File: src/rtl/mem_access_ctrl.sv
// Byte/half/word load-store front end for a word-addressed data memory (read-modify-write for sub-word stores).
// Latency request->resp_valid: load 2, word store 2, sub-word store 3, misaligned/rejected 1 cycle.
// Backpressure: stall is held while a request is being accepted or memory is busy; req_* must stay stable meanwhile.
// Optional feature macro: MEM_BOUNDS_CHECK_EN (reject word indices >= DM_WORDS instead of wrapping).
module mem_access_ctrl #(
  parameter int DM_WORDS = 128
) (
  input  logic        clk,
  input  logic        rst_n,
  input  logic        req_valid,
  input  logic        req_write,
  input  logic [1:0]  req_size,
  input  logic        req_unsigned,
  input  logic [31:0] req_addr,
  input  logic [31:0] req_wdata,
  output logic        stall,
  output logic        resp_valid,
  output logic [31:0] resp_rdata,
  output logic        misalign_err,
  output logic [31:0] dm_addr,
  output logic [31:0] dm_wdata,
  output logic        dm_MemWrite,
  output logic        dm_MemRead,
  input  logic [31:0] dm_rdata
);

  typedef enum logic [2:0] {IDLE, RD, WR, RESP, ERR} state_t;

  state_t      state;
  logic        lat_write;
  logic [1:0]  lat_size;
  logic        lat_unsigned;
  logic [1:0]  lat_lo;
  logic [15:0] lat_wdata;
  logic [31:0] lat_widx;

  logic        req_misaligned;
  logic        req_reject;
  logic [31:0] req_widx;

  // Pick the addressed byte or half out of a memory word and extend it.
  function automatic logic [31:0] load_extract(input logic [31:0] w, input logic [1:0] sz,
                                               input logic [1:0] lo, input logic uns);
    logic [7:0]  b;
    logic [15:0] h;
    b = w[{lo, 3'b000} +: 8];
    h = lo[1] ? w[31:16] : w[15:0];
    case (sz)
      2'b00:   load_extract = uns ? {24'h0, b} : {{24{b[7]}}, b};
      2'b01:   load_extract = uns ? {16'h0, h} : {{16{h[15]}}, h};
      default: load_extract = w;
    endcase
  endfunction

  // Replace the target byte or half of the old word with the store data.
  function automatic logic [31:0] store_merge(input logic [31:0] w, input logic [1:0] sz,
                                              input logic [1:0] lo, input logic [15:0] d);
    logic [31:0] m;
    m = w;
    if (sz == 2'b00) m[{lo, 3'b000} +: 8] = d[7:0];
    else             m[{lo[1], 4'b0000} +: 16] = d;
    return m;
  endfunction

  // Decode alignment, range and word index of the presented request.
  always_comb begin
    req_misaligned = (req_size == 2'b11) ||
                     (req_size == 2'b01 && req_addr[0]) ||
                     (req_size == 2'b10 && req_addr[1:0] != 2'b00);
    req_widx = {2'b00, req_addr[31:2]} % 32'(DM_WORDS);
`ifdef MEM_BOUNDS_CHECK_EN
    req_reject = req_misaligned || ({2'b00, req_addr[31:2]} >= 32'(DM_WORDS));
`else
    req_reject = req_misaligned;
`endif
  end

  // The pipeline must hold while a request is being taken or memory is still in use.
  assign stall = (state == IDLE && req_valid) || state == RD || state == WR;

  // Access sequencer; every output is set on the edge that enters the state it belongs to.
  always_ff @(posedge clk or negedge rst_n) begin
    if (!rst_n) begin
      state        <= IDLE;
      resp_valid   <= 1'b0;
      resp_rdata   <= 32'h0;
      misalign_err <= 1'b0;
      dm_addr      <= 32'h0;
      dm_wdata     <= 32'h0;
      dm_MemWrite  <= 1'b0;
      dm_MemRead   <= 1'b0;
      lat_write    <= 1'b0;
      lat_size     <= 2'b00;
      lat_unsigned <= 1'b0;
      lat_lo       <= 2'b00;
      lat_wdata    <= 16'h0;
      lat_widx     <= 32'h0;
    end else begin
      case (state)
        IDLE: begin
          if (req_valid) begin
            lat_write    <= req_write;
            lat_size     <= req_size;
            lat_unsigned <= req_unsigned;
            lat_lo       <= req_addr[1:0];
            lat_wdata    <= req_wdata[15:0];
            lat_widx     <= req_widx;
            if (req_reject) begin
              state        <= ERR;
              resp_valid   <= 1'b1;
              misalign_err <= 1'b1;
              resp_rdata   <= 32'h0;
            end else if (req_write && req_size == 2'b10) begin
              state       <= WR;
              dm_MemWrite <= 1'b1;
              dm_wdata    <= req_wdata;
              dm_addr     <= req_widx;
            end else begin
              state      <= RD;
              dm_MemRead <= 1'b1;
              dm_addr    <= req_widx;
            end
          end
        end
        RD: begin
          dm_MemRead <= 1'b0;
          if (lat_write) begin
            state       <= WR;
            dm_MemWrite <= 1'b1;
            dm_wdata    <= store_merge(dm_rdata, lat_size, lat_lo, lat_wdata);
          end else begin
            state      <= RESP;
            dm_addr    <= 32'h0;
            resp_valid <= 1'b1;
            resp_rdata <= load_extract(dm_rdata, lat_size, lat_lo, lat_unsigned);
          end
        end
        WR: begin
          state       <= RESP;
          dm_MemWrite <= 1'b0;
          dm_addr     <= 32'h0;
          dm_wdata    <= 32'h0;
          resp_valid  <= 1'b1;
          resp_rdata  <= 32'h0;
        end
        default: begin
          // RESP and ERR: req_* still describes the finishing access, so nothing is latched.
          state        <= IDLE;
          resp_valid   <= 1'b0;
          misalign_err <= 1'b0;
          resp_rdata   <= 32'h0;
        end
      endcase
    end
  end

endmodule

File: config.mk
export PLATFORM = sky130hd
export DESIGN_NAME = mem_access_ctrl
export DESIGN_NICKNAME = d
export VERILOG_FILES = /design/src/rtl/mem_access_ctrl.sv
export SDC_FILE = /design/constraint.sdc
export NUM_CORES = 1
export LEC_CHECK = 0
export ABC_AREA = 1
export BUFFER_PORTS_ARGS = -buffer_cell sky130_fd_sc_hd__buf_4
export CAP_MARGIN = 30
export CORE_MARGIN = 2
export CORE_UTILIZATION = 57
export CTS_CLUSTER_SIZE = 20
export DETAILED_ROUTE_END_ITERATION = 6
export PLACE_DENSITY_LB_ADDON = 0.25
export SYNTH_ARGS = -nofsm -noshare
export SYNTH_HDL_FRONTEND = slang
export SYNTH_SLANG_ARGS = --single-unit
export TNS_END_PERCENT = 1
File: constraint.sdc
create_clock -name clk -period 3.8 [get_ports clk]
set_clock_uncertainty 0.05 [all_clocks]
set_input_delay 0.38 -clock clk [delete_from_list [all_inputs] [get_ports clk]]
set_output_delay 0.38 -clock clk [all_outputs]
set_load 0.1 [all_outputs]
==> flow_summary.ini <==
[sta]
tightestPinTransition_ns = 0.926
whs_ns = 0.180
fmax_mhz = 351
rsz0062_at_grt = false
setup_viol = 0
min_period_ns = 2.85
hold_viol_final = 0
max_slew_margin = 0.382
layout_setup_ws_ns = 0.950
tns_ns = 0
timing.final.max_slew_violations = 0
finalCritPeriodShare = 0.750

[floorplan]
rows = 39
die_w_microns = 113
die_h_microns = 113
start_util = 0.586
design.core.area_sq_mm = 0.0115
pin_count = 204
dieArea_sq_mm = 0.0127

[route]
detailedRoute.firstPassIterationCount = 5
drc_errors = 0
routed_wl_microns = 19900
ant_nets = 0
post_drt_wl_per_cell_microns = 15.1
via_per_inst = 5.39
drt_iter0_drc = 684
vias = 7130

[global_route]
grt_max_degree = 76
antenna_found_initial = 0
grt-ovfl-total = 0
grt_pass1_vias = 6738
grt_pass1_wl_microns = 33200
gr-usage-all-layers = 0.325

[synth]
ys_seq_elements = 100
synth_edf_count = 0
synthCells = 1059
ys_async_sr_fraction = 1.00
synth-main-ff-cell = dfrtp_1
ys_top_cells_by_area = dfrtp_1 37%, nand2_1 28%, nand3_1 5.8%
yosysTopAreaCellShare = 0.373
ys_seq_area_frac = 0.373
synth_common_cells = 507 x nand2_1, 100 x dfrtp_1, 78 x nand3_1, 70 x nor2_1, 57 x inv_1
netlist_area_sq_mm = 0.00672
synthMostInstantiatedCell = nand2_1
synth.distinct_cells = 26
avgSynthCellArea_sq_um = 6.34
yosys_warnings = 0
post-synth-top-area-cell = dfrtp_1

[clock_tree]
cts_resized = 0
cts_hold_buf = 0
htreeDepth = 3
root_buffer = clkbuf_16
clock_latency_ns = 0.36
cts_sinks = 100
path_clk_slew_ns = 0.07
cts_made_buffers = 9
clk_path_buf_depth = 2
post_cts_buffers = 0
tritoncts = yes

[place]
dp_worst_setup_slack_ns = 1.08
gp_congestion = 0.959
dp.cells = 1304
numPortBuffers = 155
hpwlAfterDp_microns = 14300

[worst_setup_path]
critPathMaxFanout = 37
cp-start-kind = flip-flop
crit_path_start = lat_size[1]
arrival_ns = 3.04
worstSetupPathType = reg -> reg
critical_path_required_ns = 3.99
reg2reg_from = lat_size[1]
end_kind = flip-flop

[layout]
area_growth_syn_to_layout_pct = 19.7
drive_gt1_frac = 0.170
final.fill_count = 1066
n_antenna_cell = 0
fin_nets = 1282
finalNonFillerCells = 1322

[hold_path]
hp-class = in -> reg
hp-start = req_wdata[10]

[job]
cap_violations = 0

[status]
status = complete, no violations
==> cells in the final DEF, fill, tap and decap left out, drive strengths merged, types with 13 or more instances in the layout <==
master	Yosys	layout
a21oi	44	44
buf	71	162
clkbuf	12	13
clkinv	14	15
conb	1	25
dfrtp	100	100
inv	66	66
nand2	512	512
nand3	84	84
nor2	73	73
o21ai	59	59
==> sequential cells by signal, summed over array words and instances (netlist names) <==
register      cells
dm_MemRead        1
dm_MemWrite       1
dm_addr           7
dm_wdata         32
lat_lo            2
lat_size          2
lat_unsigned      1
lat_wdata        16
lat_write         1
misalign_err      1
resp_rdata       32
resp_valid        1
state             3
==> final timing paths <==
kind                            endpoint  slack, ns  depth (start not counted)
max                         dm_wdata[18]       0.95                         10
max in group asynchronous   dm_wdata[24]       2.64                          3
min reg2reg                 dm_wdata[24]       0.43                          2
min                        lat_wdata[10]       0.18                          3
min in group asynchronous  resp_rdata[8]       0.41                          2
max reg2reg                 dm_wdata[18]       0.95                         10
==> logic make-up after synthesis <==
logic type / synth area share
AO/OA/AOI/OAI: 0.0861
AND/OR/NAND/NOR: 0.409
other: 0.000558
adder cells (fa/ha/maj): 0.00931
flip-flops: 0.373
buffers and inverters: 0.122
==> metal layers <==
metal,global-route usage,vias to the layer above,share of wire
met5,0,-,0
met4,0.141,0,0.041
met3,0.0653,65,0.090
met2,0.506,364,0.46
met1,0.441,3228,0.41
li1,-,3473,-
==> cell type report <==
type,count,area [sq um],area share
clock buffers,13,260,0.0324
clock inverters,3,68.8,0.00855
repair buffers,163,1250,0.155
inverters,80,300,0.0373
flip-flops and latches,100,2500,0.311
multi-input cells,820,3490,0.434
well taps,143,179,0.0222
==> worst max-delay path, stage by stage, from the launching register on <==
cell and delay, ns:
dfrtp_1 0.95, inv_2 0.22, nand2_2 0.50, buf_4 0.44
nand3_1 0.13, nand2_1 0.08, inv_1 0.05, nand2_1 0.10
nand2_1 0.06, nand2_1 0.07, nand2_1 0.06
==> through the flow <==
| stage | area, sq um | utilization |
|---|---|---|
| after global placement | 7680 | 0.670 |
| after detailed placement | 7680 | 0.670 |
| final | 8040 | 0.701 |
| after floorplan | 6810 | - |
| after global routing | 8040 | 0.701 |
| after CTS | 8010 | 0.698 |
Power is not shown: default switching activity piles up to over one toggle a cycle in this logic, so the estimate is an artifact.
